--- src/rtl/frog_hop_ctrl_if.sv ---
// Bus between the keyboard/collision side and the frog motion controller.
// The master drives keycode/hit; the controller (slave) drives position, status and score.
interface frog_hop_ctrl_if #(
    parameter int unsigned SCORE_DIGITS = 3
);
    logic [15:0]               keycode;
    logic                      hit;
    logic [9:0]                pos_x;
    logic [9:0]                pos_y;
    logic [9:0]                size;
    logic                      hopping;
    logic                      dead;
    logic                      game_over;
    logic [3:0]                lives;
    logic [4*SCORE_DIGITS-1:0] score_bcd;

    modport master (
        output keycode, hit,
        input  pos_x, pos_y, size, hopping, dead, game_over, lives, score_bcd
    );

    modport slave (
        input  keycode, hit,
        output pos_x, pos_y, size, hopping, dead, game_over, lives, score_bcd
    );
endinterface

--- src/rtl/frog_hop_ctrl.sv ---
// Frogger player motion, death/respawn and BCD scoring controller, one update per frame.
// Optional macro HOP_QUEUE_EN adds a one-entry buffer for direction presses made mid-hop.
module frog_hop_ctrl #(
    parameter int unsigned START_X        = 320,
    parameter int unsigned START_Y        = 419,
    parameter int unsigned X_MIN          = 8,
    parameter int unsigned X_MAX          = 631,
    parameter int unsigned Y_MIN          = 50,
    parameter int unsigned Y_MAX          = 430,
    parameter int unsigned STEP           = 2,
    parameter int unsigned HOP_FRAMES     = 8,
    parameter int unsigned SIZE           = 8,
    parameter int unsigned SCORE_DIGITS   = 3,
    parameter int unsigned LIVES          = 3,
    parameter int unsigned RESPAWN_FRAMES = 30,
    parameter logic [15:0] KEY_UP         = 16'h001A,
    parameter logic [15:0] KEY_LEFT       = 16'h0004,
    parameter logic [15:0] KEY_DOWN       = 16'h0016,
    parameter logic [15:0] KEY_RIGHT      = 16'h0007
) (
    input logic            frame_clk,
    input logic            Reset_n,
    frog_hop_ctrl_if.slave bus
);
    localparam logic [1:0] IDLE = 2'd0, HOP = 2'd1, DEAD = 2'd2, OVER = 2'd3;
    localparam logic [1:0] DIR_UP = 2'd0, DIR_LEFT = 2'd1, DIR_DOWN = 2'd2, DIR_RIGHT = 2'd3;

    localparam int unsigned SW  = 4 * SCORE_DIGITS;
    localparam int unsigned HCW = $clog2(HOP_FRAMES + 1);
    localparam int unsigned DCW = $clog2(RESPAWN_FRAMES + 1);
    localparam logic [HCW-1:0] HOP_LAST  = HCW'(HOP_FRAMES - 1);
    localparam logic [DCW-1:0] DEAD_LAST = DCW'(RESPAWN_FRAMES - 1);
    localparam logic [10:0] HOP_DIST = 11'(STEP * HOP_FRAMES);
    localparam logic [10:0] X_MIN_W = 11'(X_MIN), X_MAX_W = 11'(X_MAX);
    localparam logic [10:0] Y_MIN_W = 11'(Y_MIN), Y_MAX_W = 11'(Y_MAX);
    localparam logic [9:0]  STEP_W = 10'(STEP), START_X_W = 10'(START_X), START_Y_W = 10'(START_Y);
    localparam logic [3:0]  LIVES_W = 4'(LIVES);

    logic [1:0]     r_state;
    logic [9:0]     r_pos_x, r_pos_y, r_best_y;
    logic [SW-1:0]  r_score;
    logic [3:0]     r_lives;
    logic [15:0]    r_prev_key;
    logic [1:0]     r_dir;
    logic [HCW-1:0] r_hop_cnt;
    logic [DCW-1:0] r_dead_cnt;

    logic           w_is_key, w_press;
    logic [1:0]     w_key_dir;
    logic [9:0]     w_next_x, w_next_y;

    // Bounds check done one bit wider so an underflowing subtraction reads as out of range.
    function automatic logic target_ok(input logic [1:0] dir, input logic [9:0] x, input logic [9:0] y);
        logic [10:0] cx, cy;
        logic        ok;
        cx = {1'b0, x};
        cy = {1'b0, y};
        ok = 1'b0;
        case (dir)
            DIR_UP:    ok = (cy >= HOP_DIST) && (cy - HOP_DIST >= Y_MIN_W) && (cy - HOP_DIST <= Y_MAX_W);
            DIR_DOWN:  ok = (cy + HOP_DIST >= Y_MIN_W) && (cy + HOP_DIST <= Y_MAX_W);
            DIR_LEFT:  ok = (cx >= HOP_DIST) && (cx - HOP_DIST >= X_MIN_W) && (cx - HOP_DIST <= X_MAX_W);
            default:   ok = (cx + HOP_DIST >= X_MIN_W) && (cx + HOP_DIST <= X_MAX_W);
        endcase
        return ok;
    endfunction

    // A carry out of the top digit means every digit was 9, so the score stays saturated.
    function automatic logic [SW-1:0] bcd_inc(input logic [SW-1:0] s);
        logic [SW-1:0] r;
        logic          carry;
        r = s;
        carry = 1'b1;
        for (int i = 0; i < SCORE_DIGITS; i++) begin
            if (carry) begin
                if (r[4*i +: 4] == 4'd9) begin
                    r[4*i +: 4] = 4'd0;
                end else begin
                    r[4*i +: 4] = r[4*i +: 4] + 4'd1;
                    carry = 1'b0;
                end
            end
        end
        return carry ? s : r;
    endfunction

    always_comb begin
        w_is_key  = 1'b1;
        w_key_dir = DIR_UP;
        case (bus.keycode)
            KEY_UP:    w_key_dir = DIR_UP;
            KEY_LEFT:  w_key_dir = DIR_LEFT;
            KEY_DOWN:  w_key_dir = DIR_DOWN;
            KEY_RIGHT: w_key_dir = DIR_RIGHT;
            default:   w_is_key = 1'b0;
        endcase
    end

    assign w_press = w_is_key && (bus.keycode != r_prev_key);

    always_comb begin
        w_next_x = r_pos_x;
        w_next_y = r_pos_y;
        case (r_dir)
            DIR_UP:    w_next_y = r_pos_y - STEP_W;
            DIR_DOWN:  w_next_y = r_pos_y + STEP_W;
            DIR_LEFT:  w_next_x = r_pos_x - STEP_W;
            default:   w_next_x = r_pos_x + STEP_W;
        endcase
    end

`ifdef HOP_QUEUE_EN
    logic       r_q_valid;
    logic [1:0] r_q_dir;
    logic       w_q_valid;
    logic [1:0] w_q_dir;

    assign w_q_valid = w_press | r_q_valid;
    assign w_q_dir   = w_press ? w_key_dir : r_q_dir;
`endif

    always_ff @(posedge frame_clk or negedge Reset_n) begin
        if (!Reset_n) begin
            r_state    <= IDLE;
            r_pos_x    <= START_X_W;
            r_pos_y    <= START_Y_W;
            r_best_y   <= START_Y_W;
            r_score    <= '0;
            r_lives    <= LIVES_W;
            r_prev_key <= '0;
            r_dir      <= DIR_UP;
            r_hop_cnt  <= '0;
            r_dead_cnt <= '0;
`ifdef HOP_QUEUE_EN
            r_q_valid  <= 1'b0;
            r_q_dir    <= DIR_UP;
`endif
        end else begin
            r_prev_key <= bus.keycode;
            case (r_state)
                IDLE, HOP: begin
                    if (bus.hit) begin
`ifdef HOP_QUEUE_EN
                        r_q_valid <= 1'b0;
`endif
                        if (r_lives > 4'd1) begin
                            r_lives    <= r_lives - 4'd1;
                            r_dead_cnt <= '0;
                            r_state    <= DEAD;
                        end else begin
                            r_lives <= 4'd0;
                            r_state <= OVER;
                        end
                    end else if (r_state == IDLE) begin
                        if (w_press && target_ok(w_key_dir, r_pos_x, r_pos_y)) begin
                            r_dir     <= w_key_dir;
                            r_hop_cnt <= '0;
                            r_state   <= HOP;
                        end
                    end else begin
                        r_pos_x   <= w_next_x;
                        r_pos_y   <= w_next_y;
                        r_hop_cnt <= r_hop_cnt + HCW'(1);
`ifdef HOP_QUEUE_EN
                        if (w_press) begin
                            r_q_valid <= 1'b1;
                            r_q_dir   <= w_key_dir;
                        end
`endif
                        if (r_hop_cnt == HOP_LAST) begin
                            if (w_next_y < r_best_y) begin
                                r_best_y <= w_next_y;
                                r_score  <= bcd_inc(r_score);
                            end
`ifdef HOP_QUEUE_EN
                            r_q_valid <= 1'b0;
                            if (w_q_valid && target_ok(w_q_dir, w_next_x, w_next_y)) begin
                                r_dir     <= w_q_dir;
                                r_hop_cnt <= '0;
                            end else begin
                                r_state <= IDLE;
                            end
`else
                            r_state <= IDLE;
`endif
                        end
                    end
                end
                DEAD: begin
                    if (r_dead_cnt == DEAD_LAST) begin
                        r_pos_x  <= START_X_W;
                        r_pos_y  <= START_Y_W;
                        r_best_y <= START_Y_W;
                        r_state  <= IDLE;
                    end else begin
                        r_dead_cnt <= r_dead_cnt + DCW'(1);
                    end
                end
                default: begin
                end
            endcase
        end
    end

    assign bus.pos_x     = r_pos_x;
    assign bus.pos_y     = r_pos_y;
    assign bus.size      = 10'(SIZE);
    assign bus.hopping   = (r_state == HOP);
    assign bus.dead      = (r_state == DEAD);
    assign bus.game_over = (r_state == OVER);
    assign bus.lives     = r_lives;
    assign bus.score_bcd = r_score;
endmodule

--- src/flat_wrapper.sv ---
// flat-port wrapper written by rule: the top's interface ports become plain ports
module frog_hop_ctrl_flat 
#(
    parameter int unsigned START_X        = 320,
    parameter int unsigned START_Y        = 419,
    parameter int unsigned X_MIN          = 8,
    parameter int unsigned X_MAX          = 631,
    parameter int unsigned Y_MIN          = 50,
    parameter int unsigned Y_MAX          = 430,
    parameter int unsigned STEP           = 2,
    parameter int unsigned HOP_FRAMES     = 8,
    parameter int unsigned SIZE           = 8,
    parameter int unsigned SCORE_DIGITS   = 3,
    parameter int unsigned LIVES          = 3,
    parameter int unsigned RESPAWN_FRAMES = 30,
    parameter logic [15:0] KEY_UP         = 16'h001A,
    parameter logic [15:0] KEY_LEFT       = 16'h0004,
    parameter logic [15:0] KEY_DOWN       = 16'h0016,
    parameter logic [15:0] KEY_RIGHT      = 16'h0007
)
  (frame_clk, Reset_n, bus_keycode, bus_hit, bus_pos_x, bus_pos_y, bus_size, bus_hopping, bus_dead, bus_game_over, bus_lives, bus_score_bcd);
  frog_hop_ctrl_if #(.SCORE_DIGITS(SCORE_DIGITS)) bus_i ();
  input logic frame_clk;
  input logic Reset_n;
  input wire logic [$bits(bus_i.keycode)-1:0] bus_keycode;
  input wire logic [$bits(bus_i.hit)-1:0] bus_hit;
  output wire logic [$bits(bus_i.pos_x)-1:0] bus_pos_x;
  output wire logic [$bits(bus_i.pos_y)-1:0] bus_pos_y;
  output wire logic [$bits(bus_i.size)-1:0] bus_size;
  output wire logic [$bits(bus_i.hopping)-1:0] bus_hopping;
  output wire logic [$bits(bus_i.dead)-1:0] bus_dead;
  output wire logic [$bits(bus_i.game_over)-1:0] bus_game_over;
  output wire logic [$bits(bus_i.lives)-1:0] bus_lives;
  output wire logic [$bits(bus_i.score_bcd)-1:0] bus_score_bcd;
  assign bus_i.keycode = bus_keycode;
  assign bus_i.hit = bus_hit;
  assign bus_pos_x = bus_i.pos_x;
  assign bus_pos_y = bus_i.pos_y;
  assign bus_size = bus_i.size;
  assign bus_hopping = bus_i.hopping;
  assign bus_dead = bus_i.dead;
  assign bus_game_over = bus_i.game_over;
  assign bus_lives = bus_i.lives;
  assign bus_score_bcd = bus_i.score_bcd;
  frog_hop_ctrl #(.START_X(START_X), .START_Y(START_Y), .X_MIN(X_MIN), .X_MAX(X_MAX), .Y_MIN(Y_MIN), .Y_MAX(Y_MAX), .STEP(STEP), .HOP_FRAMES(HOP_FRAMES), .SIZE(SIZE), .SCORE_DIGITS(SCORE_DIGITS), .LIVES(LIVES), .RESPAWN_FRAMES(RESPAWN_FRAMES), .KEY_UP(KEY_UP), .KEY_LEFT(KEY_LEFT), .KEY_DOWN(KEY_DOWN), .KEY_RIGHT(KEY_RIGHT)) u_core (.frame_clk(frame_clk), .Reset_n(Reset_n), .bus(bus_i));
endmodule
--- config.mk ---
export PLATFORM = sky130hd
export DESIGN_NAME = frog_hop_ctrl_flat
export DESIGN_NICKNAME = d
export VERILOG_FILES = /design/src/rtl/frog_hop_ctrl_if.sv /design/src/rtl/frog_hop_ctrl.sv /design/src/flat_wrapper.sv
export SDC_FILE = /design/constraint.sdc
export NUM_CORES = 1
export LEC_CHECK = 0
export CORE_MARGIN = 3
export CORE_UTILIZATION = 55
export DETAILED_ROUTE_END_ITERATION = 16
export PLACE_DENSITY = 0.79
export REMOVE_ABC_BUFFERS = 1
export SKIP_LAST_GASP = 1
export SLEW_MARGIN = 40
export SYNTH_ARGS = -nofsm -noshare
export SYNTH_HDL_FRONTEND = slang
export SYNTH_SLANG_ARGS = --single-unit
--- constraint.sdc ---
create_clock -name frame_clk -period 11 [get_ports frame_clk]
set_clock_uncertainty 0.2 [all_clocks]
set_input_delay 2.75 -clock frame_clk [delete_from_list [all_inputs] [get_ports frame_clk]]
set_output_delay 2.75 -clock frame_clk [all_outputs]
set_load 0.01 [all_outputs]
==> reports/results.ini <==
[critical_path]
rr_startpoint = u_core.r_dir[0]
cp_data_arrival_time_ps = 5320
path_class = in2reg
cp_num_buf_inv = 1
crit_fanout = 9
end_kind = flip-flop
cp_slowest_cell = clkdlybuf4s50_1
cp_top_family = simple AND/OR/NAND/NOR gates
slowest_delay_ps = 720
worstPathRequired_ps = 11040
cp-start-kind = primary input
crit_path_start = bus_keycode[1]
worstPathCellList = clkdlybuf4s50_1 > xnor2_2 > nand4_1 > nor4_4 > a21oi_1 > nor4b_2 > a211oi_2 > nor3b_4 > mux2_1

[timing]
min_period_ps = 5290
worst_slew_pin_slew_ps = 727
fmax_ghz = 0.189
setup_violations = 0
slew_violations = 0
post-route-period-util = 0.481
rsz0062_at_grt = no
slew_headroom = 0.515
hold_viol_final = 0
setup_tns_ps = 0

[synthesis]
yosys_register_bits = 74
synthTopCellsByArea = dfrtp_1 28%, ha_1 9.0%, dfstp_2 7.0%
yosysTopAreaCell = dfrtp_1
syn_area_mm2 = 0.00528
yosysSeqAreaShare = 0.354
yosysTopAreaCellShare = 0.284
synth_cell_types = 80
ys.warnings.count = 0
synthFlopType = dfrtp_1
syn_area_per_cell_um2 = 9.19
async_flop_share = 1.00
syn_inst = 575
synth_edf_count = 0

[pwr]
p_leak_nw = 2.58
combPwrFrac = 0.522
p_per_area_mw_per_mm2 = 231
p_sw_frac = 0.437
p_clk_frac = 0.154
p_switching_mw = 0.608
power_mw = 1.39
seqPwrFrac = 0.324
ir_drop_v = 0.000178
p_int_mw = 0.783

[layout]
diodes = 0
nets = 681
instances_no_fill = 756
syn2layout_area_growth_pct = 13.8
fillers = 741
final_layout_size_suffix_gt1_frac = 0.0957

[placed_design]
gp_congestion = 0.842
port_buffers = 56
dpl.hpwl_um = 8480
place_inst = 740

[grt]
grt_antenna_before_repair = 0
grt_pass1_wl_um = 20100
grt_pass1_vias = 4273
grt_max_degree = 75
grt_overflow = 0
track_usage = 0.224

[clock_tree]
clk_path_buf_depth = 2
insertion_delay_ps = 360
cts.clk_slew.worst_paths_ps = 80
cts_hold_buf = 0
cts_tree = built
cts_sinks = 74
post_cts_buffers = 0
htreeDepth = 3
cts-root-buf = clkbuf_8
cts_buffers = 9
post_cts_resized = 0

[routing]
antenna_left = 0
route.detailed.wl_per_inst_um = 15.7
drt_iter0_drc = 209
wl_um = 11900
via_per_inst = 5.75
vias = 4350
drc = 0
drt-pass1-iter-count = 5

[die]
dieWidth_um = 104
start_util = 0.569
rows = 35
ios = 68
die_area_mm2 = 0.0108
core_area_mm2 = 0.00928
die_h_um = 104

[min_path]
hold_class = reg2reg
hold_path_startpoint = u_core.r_best_y[0]

[flow_run]
drv_cap = 0

[outcome]
status = completed

registers in the layout, summed over array words and instances (netlist names):
| register | flops |
|---|---|
| u_core.bus.lives | 4 |
| u_core.bus.pos_x | 9 |
| u_core.bus.pos_y | 10 |
| u_core.bus.score_bcd | 12 |
| u_core.r_best_y | 10 |
| u_core.r_dead_cnt | 5 |
| u_core.r_dir | 2 |
| u_core.r_hop_cnt | 4 |
| u_core.r_prev_key | 16 |
| u_core.r_state | 2 |
tightest hold or removal path: stages, from the launching register on:
cell and delay, ps:
dfstp_2 370, nand2_1 40, o21ai_0 70
layout by cell type, fill, tap and decap left out, types with 4 or more instances in the layout:
cell | synthesis | routed
nand4_1 | 9 | 9
and2_1 | 8 | 8
xor2_1 | 10 | 10
a22oi_1 | 5 | 5
nor2_1 | 39 | 39
nor4_1 | 4 | 4
inv_1 | 30 | 30
nand2b_1 | 4 | 4
mux2_2 | 6 | 6
dfstp_2 | 14 | 14
nor2b_1 | 11 | 11
mux2i_1 | 6 | 6
xnor2_1 | 35 | 35
clkdlybuf4s50_1 | 0 | 55
dfrtp_1 | 60 | 60
nand2_1 | 59 | 59
nor3_1 | 12 | 12
o41ai_1 | 4 | 4
and3_1 | 7 | 7
a21o_1 | 12 | 12
clkbuf_8 | 2 | 9
or3_1 | 4 | 4
a22o_1 | 8 | 8
a31oi_1 | 9 | 9
ha_1 | 38 | 38
conb_1 | 2 | 11
nand3_1 | 16 | 16
nor3b_1 | 4 | 4
a21oi_1 | 25 | 25
nand4b_1 | 6 | 6
o21ai_0 | 37 | 37
synth_stat cells (all sizes together) (5+ instances only):
master,number
nor3,13
clkbuf,9
o21ai,40
ha,38
buf,20
and2,9
nor2,39
or3,5
mux2,8
xor2,10
nor3b,6
mux2i,6
a22oi,5
nand4b,6
dfstp,14
a21oi,25
a31oi,9
nand3,16
and3,7
nor2b,11
nor4,6
nand2,59
nand4,9
a21o,12
xnor2,36
a22o,8
inv,31
dfrtp,60
kinds of logic after synthesis:
| group | share of synthesized area |
|---|---|
| AO/OA/AOI/OAI | 0.170 |
| XOR/XNOR | 0.0777 |
| adder cells (fa/ha/maj) | 0.0976 |
| buffers and inverters | 0.0668 |
| flip-flops | 0.354 |
| multiplexers | 0.0284 |
| other | 0.00142 |
| AND/OR/NAND/NOR | 0.204 |
layout make-up:
type	instances	area [um2]	area share
Clock buffer	10	128	0.0212
Inverter	31	116	0.0194
Sequential cell	74	1870	0.311
Timing Repair Buffer	58	574	0.0955
Multi-Input combinational cell	448	3100	0.515
Tap cell	129	161	0.0268
Clock inverter	6	66.3	0.0110
power groups by stage:
stage,logic (mW),clock network [mW],registers [mW]
after global placement,0.692,0,0.448
final,0.726,0.214,0.450
after floorplan,0.494,0,0.439
after CTS,0.727,0.217,0.448
after global routing,0.823,0.228,0.465
after detailed placement,0.718,0,0.452
per-layer routing:
layer,wire (um),track usage
met5,0,0
met3,625,0.0379
met1,5380,0.297
met2,5700,0.375
met4,187,0.0703
path summary, 6_finish.rpt:
path | end | slack, ps | cells past startpoint
min in group asynchronous | u_core.bus.pos_x[5] | 2300 | 2
setup reg to reg | u_core.bus.score_bcd[3] | 5820 | 17
setup / recovery | u_core.r_dir[0] | 5710 | 9
hold reg to reg | u_core.r_best_y[0] | 280 | 2
max in group asynchronous | u_core.r_prev_key[0] | 7810 | 2
hold / removal | u_core.r_best_y[0] | 280 | 2
through the flow:
step	setup WS (ps)	hold WS, ps	cell area, um2	util
final	5710	281	6010	0.648
after global placement	5480	266	5810	0.626
after detailed placement	5380	272	5820	0.627
after global routing	5370	329	6010	0.648
after floorplan	6220	250	5080	-
after CTS	5740	284	6010	0.648
(Power assumes the default switching activity.)
